==> src/rtl/chaos_ser_pkg.sv <==
// Shared types and constants for the chaos chip serializer.
package chaos_ser_pkg;

  localparam int unsigned CHIP_WORD_W = 256;

  typedef logic [CHIP_WORD_W-1:0] chip_word_t;

  typedef enum logic {SER_IDLE, SER_RUN} ser_state_t;

endpackage

==> src/rtl/chip_rate_divider.sv <==
// Chip-rate divider: one tick every div_q+1 enabled clocks; div_q latched on load.
module chip_rate_divider #(
  parameter int unsigned DIV_W = 8
) (
  input  logic             clk,
  input  logic             rst_n,
  input  logic             en_i,
  input  logic             load_i,
  input  logic [DIV_W-1:0] div_i,
  output logic             tick_o
);

  logic [DIV_W-1:0] div_q;
  logic [DIV_W-1:0] div_cnt;

  assign tick_o = en_i & (div_cnt == div_q);

  // Load restarts the chip period with the freshly sampled rate.
  always_ff @(posedge clk or negedge rst_n) begin
    if (!rst_n) begin
      div_q   <= '0;
      div_cnt <= '0;
    end else if (load_i) begin
      div_q   <= div_i;
      div_cnt <= '0;
    end else if (tick_o) begin
      div_cnt <= '0;
    end else if (en_i) begin
      div_cnt <= div_cnt + DIV_W'(1);
    end
  end

endmodule

==> src/rtl/chaos_chip_serializer.sv <==
// Double-buffered serializer turning shuffled chaos words into a paced chip stream.
module chaos_chip_serializer
  import chaos_ser_pkg::*;
#(
  parameter int unsigned WORD_W    = CHIP_WORD_W,
  parameter int unsigned DIV_W     = 8,
  parameter bit          LSB_FIRST = 1'b1
) (
  input  logic              clk,
  input  logic              rst_n,
  input  logic              en_i,
  input  logic [DIV_W-1:0]  chip_div_i,
  input  logic [WORD_W-1:0] s_word_i,
  input  logic              s_valid_i,
  output logic              s_ready_o,
  output logic              chip_o,
  output logic              chip_valid_o,
  output logic              word_start_o,
  output logic              underrun_o,
  output logic              busy_o
);

  localparam int unsigned      BIT_W    = $clog2(WORD_W);
  localparam logic [BIT_W-1:0] LAST_BIT = BIT_W'(WORD_W - 1);

  logic [1:0]        rst_sync;
  logic              rst_int_n;
  ser_state_t        state;
  ser_state_t        state_nxt;
  logic [WORD_W-1:0] pend_q;
  logic              pend_valid;
  logic [WORD_W-1:0] shift_q;
  logic [BIT_W-1:0]  bit_cnt;
  logic [BIT_W-1:0]  bit_sel;
  logic              run;
  logic              tick;
  logic              last_tick;
  logic              load;
  logic              accept;

  // Asynchronous assert, synchronous release of the internal reset.
  always_ff @(posedge clk or negedge rst_n) begin
    if (!rst_n) rst_sync <= '0;
    else        rst_sync <= {rst_sync[0], 1'b1};
  end
  assign rst_int_n = rst_sync[1];

  assign run       = (state == SER_RUN);
  assign last_tick = tick & (bit_cnt == LAST_BIT);
  assign s_ready_o = ~pend_valid | last_tick;
  assign accept    = s_valid_i & s_ready_o;
  assign busy_o    = run;
  assign bit_sel   = LSB_FIRST ? bit_cnt : (LAST_BIT - bit_cnt);

  chip_rate_divider #(.DIV_W(DIV_W)) u_div (
    .clk    (clk),
    .rst_n  (rst_int_n),
    .en_i   (en_i & run),
    .load_i (load),
    .div_i  (chip_div_i),
    .tick_o (tick)
  );

  always_ff @(posedge clk or negedge rst_int_n) begin
    if (!rst_int_n) state <= SER_IDLE;
    else            state <= state_nxt;
  end

  always_comb begin
    state_nxt = state;
    load      = 1'b0;
    case (state)
      SER_IDLE: begin
        if (pend_valid & en_i) begin
          state_nxt = SER_RUN;
          load      = 1'b1;
        end
      end
      SER_RUN: begin
        if (last_tick) begin
          if (pend_valid) load = 1'b1;
          else            state_nxt = SER_IDLE;
        end
      end
      default: state_nxt = SER_IDLE;
    endcase
  end

  // Pending slot: a refill on the draining edge keeps it full.
  always_ff @(posedge clk or negedge rst_int_n) begin
    if (!rst_int_n) begin
      pend_q     <= '0;
      pend_valid <= 1'b0;
    end else if (accept) begin
      pend_q     <= s_word_i;
      pend_valid <= 1'b1;
    end else if (load) begin
      pend_valid <= 1'b0;
    end
  end

  always_ff @(posedge clk or negedge rst_int_n) begin
    if (!rst_int_n) begin
      shift_q <= '0;
      bit_cnt <= '0;
    end else if (load) begin
      shift_q <= pend_q;
      bit_cnt <= '0;
    end else if (tick) begin
      bit_cnt <= last_tick ? '0 : bit_cnt + BIT_W'(1);
    end
  end

  always_ff @(posedge clk or negedge rst_int_n) begin
    if (!rst_int_n) begin
      chip_o       <= 1'b0;
      chip_valid_o <= 1'b0;
      word_start_o <= 1'b0;
      underrun_o   <= 1'b0;
    end else begin
      chip_valid_o <= tick;
      word_start_o <= tick & (bit_cnt == '0);
      underrun_o   <= last_tick & ~pend_valid;
      if (tick) chip_o <= shift_q[bit_sel];
    end
  end

endmodule

==> config.mk <==
export PLATFORM = sky130hd
export DESIGN_NAME = chaos_chip_serializer
export DESIGN_NICKNAME = d
export VERILOG_FILES = /design/src/rtl/chaos_ser_pkg.sv /design/src/rtl/chip_rate_divider.sv /design/src/rtl/chaos_chip_serializer.sv
export SDC_FILE = /design/constraint.sdc
export NUM_CORES = 1
export LEC_CHECK = 0
export CAP_MARGIN = 20
export CORE_ASPECT_RATIO = 0.7
export CORE_MARGIN = 2
export CORE_UTILIZATION = 49
export DETAILED_ROUTE_END_ITERATION = 10
export HOLD_SLACK_MARGIN = 0.15
export PLACE_DENSITY = 0.75
export SLEW_MARGIN = 20
export SYNTH_ARGS = -nofsm -noshare
export SYNTH_HDL_FRONTEND = slang
export SYNTH_SLANG_ARGS = --single-unit
==> constraint.sdc <==
create_clock -name clk -period 16.85 [get_ports clk]
set_clock_uncertainty 0.15 [all_clocks]
set_input_delay 3.37 -clock clk [delete_from_list [all_inputs] [get_ports clk]]
set_output_delay 3.37 -clock clk [all_outputs]
set_load 0.05 [all_outputs]
==> flow_summary.ini <==
[power]
ir_drop_mv = 0.0787
power_leakage_nw = 14.1
powerDensity_nw_per_um2 = 182
power_mw = 5.15

[grt]
grt_pass1_wl_mm = 88.3
antenna_found_initial = 1
grt_pass1_vias = 15685
grt_util_all_layers_pct = 22.4
overflow = 0
grt_max_degree = 185

[place]
portBuffers = 273
hpwl_mm = 34.8
place.gp.congestion = 0.800
dpl_worst_slack_ns = 7.43

[synth]
syn_area_per_cell_um2 = 12.0
synth_nets = 2241
synth_xor_area_share_pct = 0.630
ys_ff_latch = 544
synthSimpleGateAreaFrac_pct = 14.6
synth_top_family_by_area = multiplexers
synth_edf_count = 0
ys_seq_area_share_pct = 57.6
ys.flop_type = dfrtp_1
synthArstFlopShare_pct = 100
synth_area_um2 = 23600
synthMuxAreaShare_pct = 22.6
syn_inst = 1970
synth_compound_area_share_pct = 1.54
ys_types = 50
synth_fa_ha_area_share_pct = 0.159
yosysWarnings = 0

[critical_path]
r2r_slack_ns = 12.42
worst_path_max_delay_cell = clkdlybuf4s50_1
worst_r2r_startpoint = bit_cnt[1]
startpoint = en_i
crit_type = primary input to output port
crit_path_max_fanout = 8
worst_path_largest_cell_delay_ns = 0.82
worstPathCellList = clkdlybuf4s50_1 > nand2_1 > nor2_1 > nand3_2 > or4_4 > nand2_2 > clkdlybuf4s50_1
arrival_ns = 5.95
reg2reg_to = pend_q[142]
reg2reg_depth = 8
crit_path_end_kind = output port
cpMostUsedCell = clkdlybuf4s50_1
crit_path_end = s_ready_o
crit_required_ns = 13.33
critPathLaunchType = primary input

[floorplanning]
die_x_um = 267
initial_core_util_pct = 49.5
core_um2 = 47800
row_count = 67
die_h_um = 188
die_area_um2 = 50000
io_pins = 274

[timing]
period_minus_slack_ns = 9.47
slew_violations = 0
rsz0062_at_grt = no
fmax_mhz = 106
slew_headroom_pct = 20.7
setup_viol = 0
fin_crit_sh_pct = 56.2
hold_viol = 0
worstMarginPinSlew_ns = 1.19
final.setup.tns_ns = 0
hold_ws_ns = 0.212
fin_ws_ns = 7.38

[routing]
ant_nets = 0
wl_mm = 54.5
routedWlPerCell_um = 19.1
drt_pass1_iterations = 5
vias = 15048
drt_iter0_drc = 1121
drc = 0
routed_via_density = 5.27

[clock_tree]
cts_buffer_depth = 3
root_buffer = clkbuf_16
cts_hold_buf = 0
cts_max_level = 2
post_cts_buffers = 0
cts_tree = yes
cts_num_sinks = 544
cts_resized = 0
clk_pin_slew_ns = 0.06
clkLatencyLatePin_ns = 0.57
cts_buffers = 51

[finish]
num-nets-final = 2469
layout_commonest_cell = nand2_1
drive_above_1_share_pct = 19.1
area_delta_synth_final_pct = 20.1
most-common-layout-cells = nand2_1 (812), dfrtp_1 (539), clkdlybuf4s50_1 (273)

[min_path]
hold_class = register to register

[job]
max-cap-violations = 0

[run_status]
status = finished, final reports clean
area by class of cell:
type,count,area (µm²)
Sequential cell,544,13600
Multi-Input combinational cell,1304,9380
Clock buffer,73,1480
Clock inverter,13,196
Timing Repair Buffer,289,2890
Inverter,8,30.0
Antenna cell,1,2.50
Tap cell,621,777
Fill cell,3675,19400
registers in the layout, summed over array words and instances, names as in the netlist:
name           flops
pend_valid         1
pend_q           256
chip_o             1
chip_valid_o       1
shift_q          256
word_start_o       1
bit_cnt            8
rst_sync           2
u_div.div_q        8
u_div.div_cnt      8
busy_o             1
underrun_o         1
metal layers:
| layer | part of all wire (%) | up-vias | track usage, % |
|---|---|---|---|
| li1 | - | 6956 | - |
| met1 | 47 | 7630 | 33.5 |
| met2 | 46 | 387 | 34.3 |
| met3 | 5.5 | 75 | 4.06 |
| met4 | 1.7 | 0 | 5.16 |
| met5 | 0 | - | 0 |
per-stage QoR:
stage	cells	util, %	instance area, µm²
floorplan	1970	-	23600
global placement	2766	55.9	26700
detailed placement	2766	55.9	26700
CTS	2852	59.4	28400
global route	2852	59.4	28400
finish	2853	59.4	28400
where the power goes:
part / internal [mW] / switching, mW
logic: 0.958 / 0.629
clock network: 0.684 / 0.481
registers: 1.96 / 0.441
total: 3.60 / 1.55
cell usage after synthesis (3+ instances only):
| master | instances | share of area, % |
|---|---|---|
| a21oi_1 | 5 | 0.11 |
| nor2_1 | 34 | 0.54 |
| a22oi_1 | 9 | 0.29 |
| clkbuf_1 | 69 | 1.1 |
| buf_6 | 26 | 1.2 |
| o311ai_0 | 3 | 0.11 |
| nand4_1 | 6 | 0.16 |
| a31oi_1 | 5 | 0.13 |
| nor4_1 | 3 | 0.079 |
| xor2_1 | 11 | 0.41 |
| o211ai_1 | 3 | 0.095 |
| mux4_2 | 60 | 5.7 |
| nor3_1 | 3 | 0.064 |
| dfrtp_1 | 544 | 58 |
| o21ai_0 | 10 | 0.21 |
| mux2i_1 | 18 | 0.76 |
| buf_2 | 12 | 0.25 |
| mux2_4 | 229 | 15 |
| mux2_2 | 33 | 1.6 |
| nor2b_1 | 8 | 0.21 |
| inv_1 | 6 | 0.095 |
| ha_1 | 3 | 0.16 |
| nand3_1 | 15 | 0.32 |
| and2_1 | 3 | 0.079 |
| nand2_1 | 812 | 13 |
| xnor2_1 | 6 | 0.22 |
| buf_1 | 5 | 0.079 |
worst max-delay path: cells and delay by family:
family                 cells  cell delay, ns
buffers and inverters      2            1.34
and+or+nand+nor            5            1.23
how the worst min path moves through the flow:
stage / from / endpoint / depth (start not counted)
finish: rst_sync[0] / rst_sync[1] / 0
global route: rst_sync[0] / rst_sync[1] / 0
CTS: rst_sync[0] / rst_sync[1] / 0
detailed placement: rst_sync[0] / rst_sync[1] / 0
global placement: rst_sync[0] / rst_sync[1] / 0
floorplan: rst_sync[0] / rst_sync[1] / 0
logic make-up after synthesis:
kind of cell	after synthesis
multiplexers	340
XOR/XNOR	17
buffers and inverters	122
AO/OA/AOI/OAI	52
AND/OR/NAND/NOR	891
adder cells (fa/ha/maj)	3
other	1
flip-flops	544
No activity file was read; power rests on OpenSTA's default activity.
